===== src/rtl/heartbeat_pattern_gen.sv =====
// rtl/heartbeat_pattern_gen.sv - "lub-dub" heartbeat blink pattern generator
//
// Purpose: prescaled 5-state pattern FSM (IDLE/LUB/GAP/DUB/REST) producing a
// registered heartbeat level for the pad driver, with a completed-beat counter.
// Optional macro: HB_EN_SYNC_EN - when defined, en passes through a 2-flop
// synchronizer before use; otherwise en must already be synchronous to clk.
//
// Ports:
//   clk        in   cell clock, rising edge
//   rst        in   synchronous active-high reset
//   en         in   run request
//   signal     out  heartbeat level (high in LUB and DUB), registered
//   busy       out  high whenever the FSM is not IDLE, registered
//   beat_count out  completed beats, wraps 255->0
module heartbeat_pattern_gen #(
  parameter int DIV_W      = 8,
  parameter int DIV        = 4,
  parameter int LUB_TICKS  = 2,
  parameter int GAP_TICKS  = 1,
  parameter int DUB_TICKS  = 2,
  parameter int REST_TICKS = 3
) (
  input  logic       clk,
  input  logic       rst,
  input  logic       en,
  output logic       signal,
  output logic       busy,
  output logic [7:0] beat_count
);

  localparam logic [2:0] ST_IDLE = 3'd0;
  localparam logic [2:0] ST_LUB  = 3'd1;
  localparam logic [2:0] ST_GAP  = 3'd2;
  localparam logic [2:0] ST_DUB  = 3'd3;
  localparam logic [2:0] ST_REST = 3'd4;

  localparam int MAX_A   = (LUB_TICKS > GAP_TICKS) ? LUB_TICKS : GAP_TICKS;
  localparam int MAX_B   = (DUB_TICKS > REST_TICKS) ? DUB_TICKS : REST_TICKS;
  localparam int MAX_LEN = (MAX_A > MAX_B) ? MAX_A : MAX_B;
  localparam int PH_W    = $clog2(MAX_LEN + 1);

  localparam logic [DIV_W-1:0] DIV_M1  = DIV_W'(DIV - 1);
  localparam logic [PH_W-1:0]  LUB_M1  = PH_W'(LUB_TICKS - 1);
  localparam logic [PH_W-1:0]  GAP_M1  = PH_W'(GAP_TICKS - 1);
  localparam logic [PH_W-1:0]  DUB_M1  = PH_W'(DUB_TICKS - 1);
  localparam logic [PH_W-1:0]  REST_M1 = PH_W'(REST_TICKS - 1);

  logic [2:0]       state_q, state_d;
  logic [DIV_W-1:0] presc_q, presc_d;
  logic [PH_W-1:0]  phase_q, phase_d;
  logic             signal_q, signal_d;
  logic             busy_q, busy_d;
  logic [7:0]       beat_q, beat_d;
  logic             en_s;
  logic             tick;
  logic [PH_W-1:0]  len_m1;

`ifdef HB_EN_SYNC_EN
  // Two-stage synchronizer for the pad-sourced enable.
  logic en_s1_q, en_s1_d;
  logic en_s2_q, en_s2_d;

  always_comb begin
    en_s1_d = en;
    en_s2_d = en_s1_q;
  end

  always_ff @(posedge clk) begin
    if (rst) begin
      en_s1_q <= 1'b0;
      en_s2_q <= 1'b0;
    end else begin
      en_s1_q <= en_s1_d;
      en_s2_q <= en_s2_d;
    end
  end

  assign en_s = en_s2_q;
`else
  assign en_s = en;
`endif

  assign tick = (presc_q == DIV_M1);

  // Last phase index of the current state; IDLE never consults it.
  always_comb begin
    len_m1 = '0;
    case (state_q)
      ST_LUB:  len_m1 = LUB_M1;
      ST_GAP:  len_m1 = GAP_M1;
      ST_DUB:  len_m1 = DUB_M1;
      ST_REST: len_m1 = REST_M1;
      default: len_m1 = '0;
    endcase
  end

  always_comb begin
    state_d = state_q;
    presc_d = presc_q;
    phase_d = phase_q;
    beat_d  = beat_q;
    if (state_q == ST_IDLE) begin
      presc_d = '0;
      phase_d = '0;
      if (en_s) state_d = ST_LUB;
    end else begin
      presc_d = tick ? '0 : presc_q + 1'b1;
      if (tick) begin
        if (phase_q == len_m1) begin
          phase_d = '0;
          case (state_q)
            ST_LUB:  state_d = ST_GAP;
            ST_GAP:  state_d = ST_DUB;
            ST_DUB:  state_d = ST_REST;
            default: begin
              // Leaving REST completes a beat whether we loop or stop.
              beat_d  = beat_q + 8'd1;
              state_d = en_s ? ST_LUB : ST_IDLE;
            end
          endcase
        end else begin
          phase_d = phase_q + 1'b1;
        end
      end
    end
    // Outputs are decoded from the next state so they move with the state flop.
    signal_d = (state_d == ST_LUB) || (state_d == ST_DUB);
    busy_d   = (state_d != ST_IDLE);
  end

  always_ff @(posedge clk) begin
    if (rst) begin
      state_q  <= ST_IDLE;
      presc_q  <= '0;
      phase_q  <= '0;
      signal_q <= 1'b0;
      busy_q   <= 1'b0;
      beat_q   <= 8'd0;
    end else begin
      state_q  <= state_d;
      presc_q  <= presc_d;
      phase_q  <= phase_d;
      signal_q <= signal_d;
      busy_q   <= busy_d;
      beat_q   <= beat_d;
    end
  end

  assign signal     = signal_q;
  assign busy       = busy_q;
  assign beat_count = beat_q;

endmodule


===== config.mk =====
export PLATFORM = sky130hd
export DESIGN_NAME = heartbeat_pattern_gen
export DESIGN_NICKNAME = d
export VERILOG_FILES = /design/src/rtl/heartbeat_pattern_gen.sv
export SDC_FILE = /design/constraint.sdc
export NUM_CORES = 1
export LEC_CHECK = 0
export BUFFER_PORTS_ARGS = -buffer_cell sky130_fd_sc_hd__buf_2
export CAP_MARGIN = 0
export CORE_ASPECT_RATIO = 1.2
export CORE_UTILIZATION = 35
export DETAILED_ROUTE_END_ITERATION = 16
export GPL_ROUTABILITY_DRIVEN = 1
export MAX_ROUTING_LAYER = met4
export PLACE_DENSITY = 0.53
export REMOVE_ABC_BUFFERS = 1
export SLEW_MARGIN = 20
export SYNTH_ARGS = -nofsm -noshare
export SYNTH_HDL_FRONTEND = slang
export SYNTH_SLANG_ARGS = --single-unit

===== constraint.sdc =====
create_clock -name clk -period 4.2 [get_ports clk]
set_clock_uncertainty 0.1 [all_clocks]
set_input_delay 0.63 -clock clk [delete_from_list [all_inputs] [get_ports clk]]
set_output_delay 0.63 -clock clk [all_outputs]
set_load 0.02 [all_outputs]

==> parameters.txt <==
Parameter                              Value

Outcome
  Status ... complete, no violations

Hold path
  End point of the worst hold path ... presc_q[0]$_SDFF_PP0_
  Worst hold path depth ... 1
  Worst Min Path Start ... presc_q[0]$_SDFF_PP0_
  Type of the tightest min-delay check ... reg -> reg

Yosys
  Instance count of the mapped netlist ... 141
  Syn. warnings ... 0
  Post-synth EDFFs ... 0
  Mapped Avg Cell Area ... a little under 9 µm²
  Synth unique cells ... 41
  Mapped cell area ... around 0.0012 mm²
  Ys async rst share ... 0
  Ys flop type ... sky130_fd_sc_hd__dfxtp_1
  Synthesis-stage register bit count ... 23
  Sequential-to-total area share from yosys stat ... 0.373

Drt
  Via count ... ~1,000
  Count of TritonRoute iterations in the first routing pass ... 4
  Top routing layer used ... met4
  Average wire per cell in the routed design ... 13.2 µm
  Post-route DRC ... 0
  Detailed-routed wire length on met2 ... 1.14 mm
  Average via count per standard cell ... around 5.6
  Routed metal-1 wirelength ... between 1 and 1.5 mm
  Antenna-violating nets left ... 0
  Iteration-0 DRC Markers ... 39
  Routed Wire Length ... ~2.4 mm
  Routed met3 length ... 91 µm

Clocking
  Clk slew on worst S/H paths ... 90 ps
  Clock root buffer ... sky130_fd_sc_hd__clkbuf_8
  Number of clock sinks ... 23
  PostCTS Resize Cnt ... 0
  Hold buffers post-CTS ... 0
  CTS tree ... built
  Largest buffer count on any clock path ... 2
  Worst-Skew Late Latency ... 270 ps
  CTS buffer count ... 3
  Level count of the clock H-tree ... 1
  Post-CTS Setup Bufs ... 0

Finish
  Commonest cells after routing, fill and taps aside ... 23 x sky130_fd_sc_hd__dfxtp_1, 16 x sky130_fd_sc_hd__nor2_1, 12 x sky130_fd_sc_hd__buf_2
  Total Nets Final ... 154
  Commonest non-fill, non-tap cell in the layout ... sky130_fd_sc_hd__dfxtp_1
  Layout cell share with drive strength beyond 1 ... 0.203
  Number of diodes ... 0
  Area growth from synthesis to final layout ... 9.22%
  Finished Layout Cells ... 185

Timing
  Total negative setup slack ... 0 ps
  Ratio of final minimum period to clock period ... 0.590
  Min Clock Period, post-route ... 2480 ps
  Final hold violations ... 0
  Slew at the pin closest to its max-slew limit ... around 520 ps
  Max frequency ... 403 MHz
  Worst slew margin ... 0.650
  Setup slack after layout ... 1720 ps
  Unrepaired setup endpoints after global routing ... no
  Final setup violation count ... 0
  Number of max-slew violations in the final report ... 0

Global route
  Gr usage total ... 0.148
  Leftover overflow at the end of global routing ... 0
  Number of antenna violations at the first check in global routing ... 0
  Number of global-route vias before repair ... 970
  Wire length of the first global-routing pass ... 4.15 mm
  Maximum number of pins on one net before global-route repair ... 25

Floorplan
  Initial cell density of the core ... 0.367
  Row Count ... 23
  Num ports ... 13
  Chip Height ... 67.1 µm
  Total die area ... approximately 0.0038 mm²
  Core area ... between 0.003 and 0.004 mm²
  Horizontal extent of the die ... 56.2 µm

Power and ir drop
  IR Drop Worst-Case VDD ... 0.000161 V
  Leak ... 0.493 nW
  PwrDens ... 289 mW/mm²

Worst setup path
  Crit path required time ... about 4300 ps
  CP arrival ... 2540 ps
  Type of destination of the critical path ... flip-flop
  Max Fanout on Critical Path ... 16
  Startpoint of the worst-slack reg-to-reg timing path ... presc_q[3]$_SDFF_PP0_
  Startpoint type of the worst setup path ... flip-flop
  Reg2reg end ... beat_count[0]$_SDFFE_PP0P_
  Register-to-register setup slack ... 1720 ps
  Number of cells traversed by the worst register-to-register path ... 4
  WS Path Type ... reg -> reg

Run
  Max-cap violations ... 0

Placed design
  Pre-CTS worst setup slack ... 1710 ps
  DP HPWL ... 1.68 mm
  Gp weighted congestion ... 0.768
  Dpl cells ... roughly 180
  IO Port Bufs ... 12
[how the worst max path moves through the flow]
stage | from | end | slack (ps) | cells after the start
after CTS | presc_q[3]$_SDFF_PP0_ | beat_count[0]$_SDFFE_PP0P_ | 1690 | 4
after global placement | presc_q[3]$_SDFF_PP0_ | beat_count[0]$_SDFFE_PP0P_ | 1780 | 4
after floorplan | presc_q[3]$_SDFF_PP0_ | beat_count[0]$_SDFFE_PP0P_ | 1920 | 4
final | presc_q[3]$_SDFF_PP0_ | beat_count[0]$_SDFFE_PP0P_ | 1720 | 4
after detailed placement | presc_q[3]$_SDFF_PP0_ | beat_count[0]$_SDFFE_PP0P_ | 1710 | 4
after global routing | presc_q[3]$_SDFF_PP0_ | beat_count[0]$_SDFFE_PP0P_ | 1550 | 4
[registers in the layout, indices dropped and copies added (netlist names)]
name and count:
beat_count 8, presc_q 8, state_q 3, phase_q 2, busy 1, signal 1
[stage by stage]
| stage | utilization | power, W | hold slack, ps | instance area (µm²) |
|---|---|---|---|---|
| 2_1_floorplan | - | 0.000246 | 326 | 1200 |
| 3_3_place_gp | 0.387 | 0.000255 | 342 | 1300 |
| 3_5_place_dp | 0.387 | 0.000255 | 350 | 1300 |
| 4_1_cts | 0.401 | 0.000398 | 375 | 1350 |
| 5_1_grt | 0.401 | 0.000410 | 428 | 1350 |
| 6_report | 0.401 | 0.000389 | 368 | 1350 |
[synthesized netlist by cell type (2+ instances only)]
| cell type | count | area share |
|---|---|---|
| sky130_fd_sc_hd__inv_1 | 4 | 0.012 |
| sky130_fd_sc_hd__nor4_1 | 2 | 0.010 |
| sky130_fd_sc_hd__nand3_1 | 5 | 0.020 |
| sky130_fd_sc_hd__dfxtp_1 | 23 | 0.37 |
| sky130_fd_sc_hd__ha_1 | 2 | 0.020 |
| sky130_fd_sc_hd__a2111oi_0 | 4 | 0.028 |
| sky130_fd_sc_hd__or2_2 | 2 | 0.010 |
| sky130_fd_sc_hd__xor2_1 | 3 | 0.021 |
| sky130_fd_sc_hd__or4_1 | 2 | 0.012 |
| sky130_fd_sc_hd__nor2_1 | 16 | 0.049 |
| sky130_fd_sc_hd__mux2_2 | 7 | 0.064 |
| sky130_fd_sc_hd__clkbuf_1 | 4 | 0.012 |
| sky130_fd_sc_hd__or3_1 | 2 | 0.010 |
| sky130_fd_sc_hd__nor2b_1 | 10 | 0.051 |
| sky130_fd_sc_hd__nand2b_1 | 7 | 0.035 |
| sky130_fd_sc_hd__a31oi_1 | 2 | 0.010 |
| sky130_fd_sc_hd__a21oi_1 | 3 | 0.012 |
| sky130_fd_sc_hd__buf_2 | 3 | 0.012 |
| sky130_fd_sc_hd__nand4_1 | 5 | 0.025 |
| sky130_fd_sc_hd__a211oi_1 | 4 | 0.024 |
| sky130_fd_sc_hd__xnor2_1 | 4 | 0.028 |
| sky130_fd_sc_hd__nand2_1 | 8 | 0.024 |
[routing by layer]
metal / GRT usage / vias to the layer above
li1: - / 522
met1: 0.170 / 473
met2: 0.240 / 28
met3: 0.0233 / 7
met4: 0.0976 / 0
met5: - / -
[final cells by class]
| type | instances | area [µm²] |
|---|---|---|
| fill | 345 | 2020 |
| clock inverter | 1 | 5.00 |
| clock buffer | 3 | 41.3 |
| timing repair buffer | 12 | 60.1 |
| inverter | 4 | 15.0 |
| multi-input combinational | 105 | 721 |
| tap | 37 | 46.3 |
| sequential | 23 | 460 |
[power by group]
group / total (W) / internal (W) / switching, W
registers: 0.000224 / 0.000221 / 0.00000306
logic: 0.0000257 / 0.00000955 / 0.0000162
clock network: 0.000139 / 0.0000663 / 0.0000731
[cells by family after synthesis]
| group | share of synthesized area |
|---|---|
| simple gates | 0.289 |
| compound gates | 0.153 |
| flops | 0.373 |
| buf+inv | 0.0435 |
| mux | 0.0719 |
| xor+xnor | 0.0496 |
| fa+ha+maj | 0.0203 |
[worst max-delay path: stages (launching register included)]
cell and delay [ps]:
sky130_fd_sc_hd__dfxtp_1 360, sky130_fd_sc_hd__or4_1 510, sky130_fd_sc_hd__or3_1 550, sky130_fd_sc_hd__a211oi_1 460, sky130_fd_sc_hd__mux2_2 380
Power figures use the tool's default switching activity.
